[src/rtl/binary_decoder_stream_if.sv]
// Handshake bundle for the streaming binary-to-one-hot decoder.
// Both channels use the same valid/ready rule. A transfer happens on a rising
// clk edge where valid && ready are both high. The source holds its data
// stable while valid=1 and ready=0. The sink may raise or lower ready at any
// time. The upstream source here may drop in_valid without a transfer.
interface binary_decoder_stream_if #(
  parameter int CODE_W = 4
);
  localparam int OH_W = 1 << CODE_W;

  logic [CODE_W-1:0] in_code;
  logic              in_valid;
  logic              in_ready;
  logic [OH_W-1:0]   out_onehot;
  logic              out_valid;
  logic              out_ready;

  // Decoder side: consumes codes, produces one-hot words.
  modport slave (
    input  in_code,
    input  in_valid,
    output in_ready,
    output out_onehot,
    output out_valid,
    input  out_ready
  );

  // Environment side: produces codes, consumes one-hot words.
  modport master (
    output in_code,
    output in_valid,
    input  in_ready,
    input  out_onehot,
    input  out_valid,
    output out_ready
  );
endinterface

[src/rtl/binary_decoder_stream.sv]
// Streaming 4-to-16 binary-to-one-hot decoder.
// Codes are buffered in a small FIFO. The head entry is decoded
// combinationally onto out_onehot. A saturating counter tracks how many
// output words have been delivered.
// in_ready comes only from the registered fill count, so there is no
// combinational path from out_ready to in_ready.
module binary_decoder_stream #(
  parameter int CODE_W = 4,
  parameter int DEPTH  = 2,
  parameter int CNT_W  = 8
) (
  input  logic                     clk,
  input  logic                     rst_n,
  binary_decoder_stream_if.slave   bus,
  input  logic                     enable,
  output logic [CNT_W-1:0]         xfer_count
);
  localparam int OH_W   = 1 << CODE_W;
  localparam int PTR_W  = (DEPTH > 1) ? $clog2(DEPTH) : 1;
  localparam int FILL_W = $clog2(DEPTH + 1);

  logic [CODE_W-1:0] mem_q [DEPTH];
  logic [PTR_W-1:0]  wr_ptr_q, wr_ptr_d;
  logic [PTR_W-1:0]  rd_ptr_q, rd_ptr_d;
  logic [FILL_W-1:0] count_q, count_d;
  logic [CNT_W-1:0]  xfer_q, xfer_d;

  logic              push;
  logic              pop;
  logic              in_ready_w;
  logic              out_valid_w;
  logic [CODE_W-1:0] head_code;

  // Handshake qualifiers come from registered fill state only.
  always_comb begin
    in_ready_w  = (count_q != FILL_W'(DEPTH));
    out_valid_w = (count_q != '0);
    push        = bus.in_valid && in_ready_w;
    pop         = out_valid_w && bus.out_ready;
  end

  // Next-state for pointers, fill count and the saturating delivery counter.
  always_comb begin
    wr_ptr_d = wr_ptr_q;
    rd_ptr_d = rd_ptr_q;
    count_d  = count_q;
    xfer_d   = xfer_q;
    if (push) begin
      wr_ptr_d = (wr_ptr_q == PTR_W'(DEPTH - 1)) ? '0 : wr_ptr_q + 1'b1;
    end
    if (pop) begin
      rd_ptr_d = (rd_ptr_q == PTR_W'(DEPTH - 1)) ? '0 : rd_ptr_q + 1'b1;
      if (xfer_q != '1) begin
        xfer_d = xfer_q + 1'b1;
      end
    end
    // A push and a pop in the same cycle cancel, so the count is unchanged.
    if (push && !pop) begin
      count_d = count_q + 1'b1;
    end else if (pop && !push) begin
      count_d = count_q - 1'b1;
    end
  end

  // Pointer, count and counter registers; reset discards all buffered codes.
  always_ff @(posedge clk or negedge rst_n) begin
    if (!rst_n) begin
      wr_ptr_q <= '0;
      rd_ptr_q <= '0;
      count_q  <= '0;
      xfer_q   <= '0;
    end else begin
      wr_ptr_q <= wr_ptr_d;
      rd_ptr_q <= rd_ptr_d;
      count_q  <= count_d;
      xfer_q   <= xfer_d;
    end
  end

  // FIFO storage; only the slot at the write pointer is written on a push.
  always_ff @(posedge clk or negedge rst_n) begin
    if (!rst_n) begin
      for (int i = 0; i < DEPTH; i++) begin
        mem_q[i] <= '0;
      end
    end else if (push) begin
      mem_q[wr_ptr_q] <= bus.in_code;
    end
  end

  // Head decode. The word is forced to zero when the FIFO is empty, so that
  // stale storage never appears on the bus. It is also forced to zero when
  // enable is low. enable masks data only and does not affect the handshake.
  always_comb begin
    head_code      = mem_q[rd_ptr_q];
    bus.out_onehot = '0;
    if (enable && out_valid_w) begin
      bus.out_onehot = {{(OH_W-1){1'b0}}, 1'b1} << head_code;
    end
  end

  // Drive the handshake status and the counter outputs.
  always_comb begin
    bus.in_ready  = in_ready_w;
    bus.out_valid = out_valid_w;
    xfer_count    = xfer_q;
  end
endmodule

[src/flat_wrapper.sv]
// flat-port wrapper written by rule: the top's interface ports become plain ports
module binary_decoder_stream_flat 
#(
  parameter int CODE_W = 4,
  parameter int DEPTH  = 2,
  parameter int CNT_W  = 8
)
  (clk, rst_n, enable, xfer_count, bus_in_code, bus_in_valid, bus_in_ready, bus_out_onehot, bus_out_valid, bus_out_ready);
  binary_decoder_stream_if #(.CODE_W(CODE_W)) bus_i ();
  input  logic clk;
  input  logic rst_n;
  input  logic enable;
  output logic [CNT_W-1:0] xfer_count;
  input wire logic [$bits(bus_i.in_code)-1:0] bus_in_code;
  input wire logic [$bits(bus_i.in_valid)-1:0] bus_in_valid;
  output wire logic [$bits(bus_i.in_ready)-1:0] bus_in_ready;
  output wire logic [$bits(bus_i.out_onehot)-1:0] bus_out_onehot;
  output wire logic [$bits(bus_i.out_valid)-1:0] bus_out_valid;
  input wire logic [$bits(bus_i.out_ready)-1:0] bus_out_ready;
  assign bus_i.in_code = bus_in_code;
  assign bus_i.in_valid = bus_in_valid;
  assign bus_in_ready = bus_i.in_ready;
  assign bus_out_onehot = bus_i.out_onehot;
  assign bus_out_valid = bus_i.out_valid;
  assign bus_i.out_ready = bus_out_ready;
  binary_decoder_stream #(.CODE_W(CODE_W), .DEPTH(DEPTH), .CNT_W(CNT_W)) u_core (.clk(clk), .rst_n(rst_n), .bus(bus_i), .enable(enable), .xfer_count(xfer_count));
endmodule
[config.mk]
export PLATFORM = sky130hd
export DESIGN_NAME = binary_decoder_stream_flat
export DESIGN_NICKNAME = d
export VERILOG_FILES = /design/src/rtl/binary_decoder_stream_if.sv /design/src/rtl/binary_decoder_stream.sv /design/src/flat_wrapper.sv
export SDC_FILE = /design/constraint.sdc
export NUM_CORES = 1
export LEC_CHECK = 0
export BUFFER_PORTS_ARGS = -buffer_cell sky130_fd_sc_hd__buf_2
export CAP_MARGIN = 15
export CORE_UTILIZATION = 54
export DETAILED_ROUTE_END_ITERATION = 16
export PLACE_DENSITY = 0.84
export SETUP_SLACK_MARGIN = 0.1
export SLEW_MARGIN = 40
export SYNTH_ARGS = -nofsm -noshare
export SYNTH_HDL_FRONTEND = slang
export SYNTH_SLANG_ARGS = --single-unit
export TNS_END_PERCENT = 10
[constraint.sdc]
create_clock -name clk -period 2.5 [get_ports clk]
set_input_delay 0.25 -clock clk [delete_from_list [all_inputs] [get_ports clk]]
set_output_delay 0.25 -clock clk [all_outputs]
set_load 0.02 [all_outputs]
==> results of run 1 <==
cells by family after synthesis:
kind of cell | count (synthesis) | synth area share [%]
compound gates | 13 | 8.29
xor+xnor | 6 | 4.64
fa+ha+maj | 2 | 2.21
buf+inv | 5 | 1.99
flops | 20 | 44.2
mux | 13 | 12.8
simple gates | 55 | 25.9
registers in the layout, indices dropped and copies added (netlist names):
register and cells:
u_core.wr_ptr_q 1, u_core.rd_ptr_q 1, u_core.xfer_count 8, u_core.count_q 2, u_core.mem_q 8
worst max path at each step:
| stage | from | end | cells after the start |
|---|---|---|---|
| 2_1_floorplan | u_core.xfer_count[0] | u_core.xfer_count[1] | 5 |
| 3_3_place_gp | u_core.rd_ptr_q | bus_out_onehot[0] | 5 |
| 3_5_place_dp | u_core.rd_ptr_q | bus_out_onehot[2] | 5 |
| 4_1_cts | u_core.rd_ptr_q | bus_out_onehot[2] | 5 |
| 5_1_grt | u_core.rd_ptr_q | bus_out_onehot[2] | 5 |
| 6_report | u_core.rd_ptr_q | bus_out_onehot[2] | 5 |
metrics by stage:
| step | worst slack [ps] | hold WS [ps] | area, um2 | utilization (%) | cells |
|---|---|---|---|---|---|
| finish | 399 | 198 | 1360 | 69.5 | 178 |
| global route | 266 | 175 | 1360 | 69.5 | 178 |
| CTS | 418 | 192 | 1360 | 69.5 | 178 |
| detailed placement | 761 | 217 | 1330 | 67.9 | 174 |
| global placement | 834 | 210 | 1330 | 67.9 | 174 |
| floorplan | 893 | -45.6 | 1130 | - | 114 |
report_power, final:
part / switching (uW) / internal [uW] / leakage (uW) / total, uW
Sequential: 220 / 479 / 0.000239 / 700
Clock: 88.6 / 56.0 / 0.0000138 / 145
Combinational: 481 / 393 / 0.000392 / 874
Total: 790 / 928 / 0.000645 / 1720
final cells by class:
| type | count | area [um2] | area share (%) |
|---|---|---|---|
| inverters | 4 | 17.5 | 1.28 |
| repair buffers | 35 | 180 | 13.2 |
| multi-input cells | 89 | 609 | 44.7 |
| well taps | 27 | 33.8 | 2.48 |
| clock buffers | 3 | 22.5 | 1.65 |
| flip-flops and latches | 20 | 500 | 36.7 |
metal layers:
metal  GRT usage [%]  vias up  part of all wire [%]
li1                -      467                     -
met1            26.7      430                    46
met2            39.2       24                    50
met3            5.66        2                   3.6
met4            8.89        0                  0.54
met5               0        -                     0
cell usage in the layout (no fill, tap or decap), drive strengths merged, types with 3 or more instances in the layout:
cell type,n
mux2,12
inv,4
nor3,3
o21a,4
nor2,25
nand3,7
nand2,11
xnor2,4
a21oi,4
buf,34
dfrtp,20
nand2b,3
clkbuf,3
timing repair:
item,CTS,global route
hold endpoints to repair,20,0
hold buffers,1,0
setup endpoints to repair,0,0
==> results.md, run 1 <==
* Max_slew headroom at between 70% and 80%
* Number of nets in the final layout at 164
* Slowest cell on crit path: sky130_fd_sc_hd__dfrtp_1
* Grt total ovfl at 0
* Nature of the critical path startpoint: flop
* RePlAce Congestion at roughly 0.76
* Worst-case register-to-register setup slack at 910 ps
* Clock-pin slew reported for the worst setup and hold paths after clock tree synthesis at 100 ps
* Actual transition at the worst max-transition pin at between 400 and 500 ps
* Number of vias in the routed layout at roughly 920
* Net count of the mapped netlist at about 130
* Critical hold path startpoint: bus_in_code[2]
* Clock tree from TritonCTS: yes
* Arrival time at the worst endpoint at ~1900 ps
* Number of storage elements in the synthesis netlist at 20
* Io pins at 35
* Initial drt markers at 10
* Overall die width at roughly 48 um
* Number of instances in the synthesized netlist at 114
* CTS buffer count at 3
* Buffer count from post-CTS setup fixing at 0
* Number of cell instances on the worst register-to-register path at 5
* Layout cells sized above 1 at slightly below 40%
* CTS root buffer: sky130_fd_sc_hd__clkbuf_4
* Proportion of synthesized chip area in sequential cells at between 40% and 50%
* Required time reported for the critical path endpoint at approximately 2300 ps
* Leak Pwr at ~0.00065 uW
* Hold endpoint: u_core.mem_q[6]
* Diode count at 0
* Number of max-slew violations in the final report at 0
* Die height at approximately 48 um
* Layout filler cell count at between 150 and 200
* Post-layout minimum cycle time at roughly 2100 ps
* Antenna violation net count after detailed routing at 0
* Antenna violations before repair at 0
* Worst hold stages at 2
* Detailed placement HPWL at approximately 1700 um
* Worst path bufs/invs at 1
* Dominant cell type by area after synthesis: sky130_fd_sc_hd__dfrtp_1
* Pwr dens at roughly 1300 nW/um2
* All-layer global routing usage at a little under a quarter
* Accumulated negative setup slack at 0 ps
* Cell occurring most often along the worst timing path: sky130_fd_sc_hd__nor2_1
* DRC violation count after routing at 0
* Number of cell rows at 16
* Clock network latency to the later pin of the worst-skew pair at ~290 ps
* Wire length reported by the detailed router at ~2200 um
* Number of library cell types mapped by synthesis at 34
* Initial Utilization at between 50% and 60%
* Largest cells by area after synthesis: sky130_fd_sc_hd__dfrtp_1, sky130_fd_sc_hd__mux2_2, sky130_fd_sc_hd__nor2_1
* Average detailed-routed wire length per instance at 12.6 um
* 1st-pass router iterations at 4
* Vias in the first global route at around 780
* Highest ir drop seen on vdd at 0.817 mV
* Synth top area share at 44.2%
* Top cell types by occurrence after synthesis: sky130_fd_sc_hd__nor2_1, sky130_fd_sc_hd__dfrtp_1, sky130_fd_sc_hd__mux2_2
* Number of enable flip-flop cells after synthesis at 0
* Warning count from the yosys run at 0
* Number of cells upsized or downsized after cts at 0
* Run status: finished clean
* Crit Path Category: flop to primary output
* Type of destination of the critical path: primary output
* Total of buffers placed on input and output ports at 34
* Buffer levels on the longest clock path at 2
* Number of levels in the clock H-tree at 1
* Max FO, Critical Path at 12
* Period Utilization, post-route at between 80% and 90%
* Worst min-delay path class: primary input to flop
* Largest net degree at the start of global routing at 21
* Chain of cells forming the critical path: mux2_2 -> nor2_1 -> nand2_1 -> nor2_1 -> buf_2
* Post-layout power at approximately 1700 uW
* Post-synthesis instance area at approximately 1100 um2
* Max Fclk at roughly 480 MHz
* Slowest cell delay on critical path at 600 ps
* Mean number of vias per cell at slightly above 5
* Most frequent cell after synthesis: sky130_fd_sc_hd__nor2_1
* Layout Skew at approximately 1.2 ps
* Share of flip-flops with an asynchronous set or reset at 100%
* Layout Area Growth over Synthesis at 20.4%
* Setup repair after global routing missed its margin: false
* Number of maximum-capacitance constraint violations at 0
* Total die area at 2280 um2
* Average cell area after synthesis at ~9.9 um2
* Crit-path leading delay family: flip-flops
* Number of clock sinks seen by CTS at 20
* Origin of the critical flop-to-flop path: u_core.xfer_count[0]
* First-pass GRT wire length at 3430 um
* End of the worst register-to-register path: u_core.xfer_count[1]
* Most used DFF post-synth: sky130_fd_sc_hd__dfrtp_1
* Hold violation count in the final report at 0
* Setup Viol. Count Final at 0
* Core area at approximately 2000 um2
Note: power is estimated with default switching activity, not from simulation.
==> run 2, diff against run 1 <==
ABC_AREA = 1   (was not set)
CORE_UTILIZATION = 50   (was 54)
PLACE_DENSITY = 0.78   (was 0.84)
clock period = 1.97 ns   (was 2.5 ns; I/O delays follow)
==> run 2 against run 1 <==
Against the previous run:
- non-clock buffer count increased by 2
- count of clock-buffer cells in the layout increased by 1
- flip-flop and latch count unchanged
- worst setup slack got worse by 160 ps
- critical path type unchanged
- largest cell class unchanged
==> results.md, run 2 <==
* RePlAce Congestion at 0.794 (+4.1%)
* Slowest cell on crit path: sky130_fd_sc_hd__dfrtp_2
* Leak Pwr at 0.000788 uW (+22%)
* Arrival time at the worst endpoint at 1540 ps (-310 ps)
* Crit Path Category: flop to primary output
* Core Util, Final at 65.4% (-4.1 points)
* Post-layout minimum cycle time at ~1700 ps
* Grt total ovfl at 0 (unchanged)
* Antenna violations before repair at 0 (unchanged)
* Max FO, Critical Path at 6 (-6)
* Average cell area after synthesis at 7.11 um2 (-28%)
* Nature of the critical path startpoint: flop
* Number of maximum-capacitance constraint violations at 0 (unchanged)
* Warning count from the yosys run at 0 (unchanged)
* Share of flip-flops with an asynchronous set or reset at 100% (unchanged)
* Cell occurring most often along the worst timing path: sky130_fd_sc_hd__nand2_1
* All-layer global routing usage at 21.9% (-0.63 points)
* Number of vias in the routed layout at 1106 (+20%)
* Critical Path Sink: bus_out_onehot[2]
* Most common library cell in the layout ignoring fill and taps: sky130_fd_sc_hd__nand2_1
* Multiplexer fraction of the synthesized cell area at 0% (-13 points)
* Most frequent cell after synthesis: sky130_fd_sc_hd__nand2_1
* Layout cells sized above 1 at 30.5% (-7.9 points)
* Largest net degree at the start of global routing at 21 (unchanged)
* Wire length reported by the detailed router at 2360 um (+5.3%)
* Type of destination of the critical path: primary output
* Proportion of synthesized chip area in sequential cells at 43.2% (-1.0 points)
* Period Utilization, post-route at between 80% and 90%
* Pwr dens at 1520 nW/um2 (+21%)
* Total die area at 2510 um2 (+10%)
* Post-synthesis instance area at 1160 um2 (+2.3%)
* CTS buffer count at 3 (unchanged)
* Worst-case register-to-register setup slack at 540 ps (-370 ps)
* End of the worst register-to-register path: u_core.count_q[1]
* Number of levels in the clock H-tree at 1 (unchanged)
* Initial drt markers at 17 (+7)
* Required time reported for the critical path endpoint at 1770 ps (-480 ps)
* Dominant combinational cell family by area after synthesis: simple AND/OR/NAND/NOR gates
* Net count of the mapped netlist at 174 (+39%)
* Layout Area Growth over Synthesis at 23.8%
* Number of storage elements in the synthesis netlist at 20 (unchanged)
* Worst setup path startpoint: u_core.rd_ptr_q
* Clock-pin slew reported for the worst setup and hold paths after clock tree synthesis at 100 ps (about the same)
* Compound-cell area share of the yosys netlist at 8.75% (+0.46 points)
* Actual transition at the worst max-transition pin at 438 ps (+2.62 ps)
* Accumulated negative setup slack at 0 ps (unchanged)
* Origin of the critical flop-to-flop path: u_core.count_q[1]
* Max_slew headroom at 70.8% (-0.17 points)
* Number of max-slew violations in the final report at 0 (unchanged)
* Number of cell rows at 17 (+1)
* Number of clock sinks seen by CTS at 20 (unchanged)
* Hold violation count in the final report at 0 (unchanged)
* Io pins at 35 (unchanged)
* Die height at 50.1 um (+4.9%)
* Dominant cell type by area after synthesis: sky130_fd_sc_hd__dfrtp_1
* Largest cells by area after synthesis: sky130_fd_sc_hd__dfrtp_1, sky130_fd_sc_hd__nand2_1, sky130_fd_sc_hd__nor2_1
* Initial Utilization at 52.9% (-4.8 points)
* Detailed placement HPWL at 1880 um (+8.1%)
* Adder-Cell Fraction of Synth Area at 2.16% (-0.050 points)
* Chain of cells forming the critical path: inv_4 -> nand2_1 -> o21ai_2 -> inv_2 -> nor2_2 -> nand2_1 -> nor2_1 -> buf_2
* Worst min-delay path class: primary input to flop
* Antenna violation net count after detailed routing at 0 (unchanged)
* First-pass GRT wire length at 4170 um (+22%)
* Synth Area in Simple Gates at 34.7% (+8.8 points)
* Highest ir drop seen on vdd at 0.928 mV (+14%)
* Buffer levels on the longest clock path at 2 (unchanged)
* Layout Skew at 4.27 ps (+3.07 ps)
* Top cell types by occurrence after synthesis: sky130_fd_sc_hd__nand2_1, sky130_fd_sc_hd__nor2_1, sky130_fd_sc_hd__dfrtp_1
* Setup repair after global routing missed its margin: true
* Most used cells in the layout excluding fill and tap cells: sky130_fd_sc_hd__nand2_1, sky130_fd_sc_hd__buf_2, sky130_fd_sc_hd__nor2_1
* Clock tree from TritonCTS: yes
* Xor and xnor area share after synthesis at 3.02% (-1.6 points)
* Total of buffers placed on input and output ports at 34 (unchanged)
* Synth top area share at 43.2% (-1.0 points)
* Number of enable flip-flop cells after synthesis at 0 (unchanged)
* Overall die width at 50.1 um (+4.9%)
* Slowest cell delay on critical path at 470 ps (-130 ps)
* Core area at 2190 um2 (+12%)
* Number of library cell types mapped by synthesis at 18 (-47%)
* Setup Viol. Count Final at 0 (unchanged)
* Layout filler cell count at 194 (+12%)
* Mean number of vias per cell at 4.79 (-7.7%)
* Clock network latency to the later pin of the worst-skew pair at 290 ps (about the same)
* Max Fclk at about 580 MHz
* 1st-pass router iterations at 4 (unchanged)
* Average detailed-routed wire length per instance at 10.2 um (-19%)
* CTS root buffer: sky130_fd_sc_hd__clkbuf_4
* Diode count at 0 (unchanged)
* Worst hold stages at 3 (+1)
* Vias in the first global route at 1024 (+32%)
* Number of nets in the final layout at 215 (+31%)
* DRC violation count after routing at 0 (unchanged)
* Number of instances in the synthesized netlist at 163 (+43%)
* Number of cell instances on the worst register-to-register path at 7 (+2)
* Run status: finished clean
* Most used DFF post-synth: sky130_fd_sc_hd__dfrtp_1
## run 2: cell types whose count changed after synthesis, sizes merged, moves of 2 or more
cell,previous run,this run
mux2,12,0
inv,4,21
a31oi,2,0
nand2b,3,0
nand2,11,61
xnor2,4,2
nor3,3,0
o21ai,1,15
o21a,4,1
a21oi,4,0
nor2,25,27
## run 2: cells by family after synthesis
family,Yosys count
AND/OR/NAND/NOR,98
adder cells (fa/ha/maj),2
buffers and inverters,23
flip-flops,20
XOR/XNOR,4
AO/OA/AOI/OAI,16
## run 2: report_power, final
part / internal [uW] / leakage [uW] / switching (uW)
Sequential: 593 / 0.000246 / 167
Combinational: 410 / 0.000521 / 776
Clock: 113 / 0.0000210 / 119
Total: 1120 / 0.000788 / 1060
## run 2: critical path, delay by kind of cell (launching register included)
family / cells / cell delay [ps]
AO/OA/AOI/OAI: 1 / 80
buffers and inverters: 3 / 320
flip-flops: 1 / 470
AND/OR/NAND/NOR: 4 / 360
## run 2: repair_timing
| action | 4_1_cts | 5_1_grt |
|---|---|---|
| setup endpoints to repair | 0 | 16 |
| resized for setup | 0 | 10 |
| buffers inserted | 0 | 1 |
| hold endpoints to repair | 20 | 0 |
| hold buffers | 1 | 0 |
## run 2: worst min path at each step
stage | from | end | slack [ps]
after floorplan | rst_n | u_core.count_q[0] | -100
after global placement | rst_n | u_core.mem_q[6] | 160
after detailed placement | rst_n | u_core.mem_q[2] | 170
after CTS | bus_in_code[1] | u_core.mem_q[5] | 140
after global routing | bus_in_code[1] | u_core.mem_q[5] | 150
final | bus_in_code[1] | u_core.mem_q[5] | 150
## run 2: cell type report
type	instances	area (um2)	share of cell area (%)
Timing Repair Buffer	37	200	14.0
Inverter	22	86.3	6.02
Tap cell	28	35.0	2.44
Multi-Input combinational cell	120	574	40.1
Clock buffer	4	36.3	2.53
Sequential cell	20	502	35.0
## run 2: layer usage
| layer | GRT usage (%) | part of all wire (%) | wire length, um | vias to the layer above |
|---|---|---|---|---|
| li1 | - | - | - | 583 |
| met1 | 25.4 | 42 | 999 | 494 |
| met2 | 39.6 | 53 | 1250 | 27 |
| met3 | 2.73 | 3.9 | 91 | 2 |
| met4 | 10.5 | 0.68 | 16 | 0 |
| met5 | 0 | 0 | 0 | - |
## run 2: per-stage QoR
| stage | instance area [um2] | worst slack, ps | instances | hold slack (ps) | power, uW |
|---|---|---|---|---|---|
| floorplan | 1160 | 499 | 163 | -98.6 | 1610 |
| CTS | 1410 | 121 | 230 | 141 | 2140 |
| global route | 1430 | 84.8 | 231 | 148 | 2400 |
| global placement | 1360 | 532 | 225 | 164 | 1850 |
| detailed placement | 1360 | 464 | 225 | 167 | 1900 |
| finish | 1430 | 236 | 231 | 153 | 2180 |
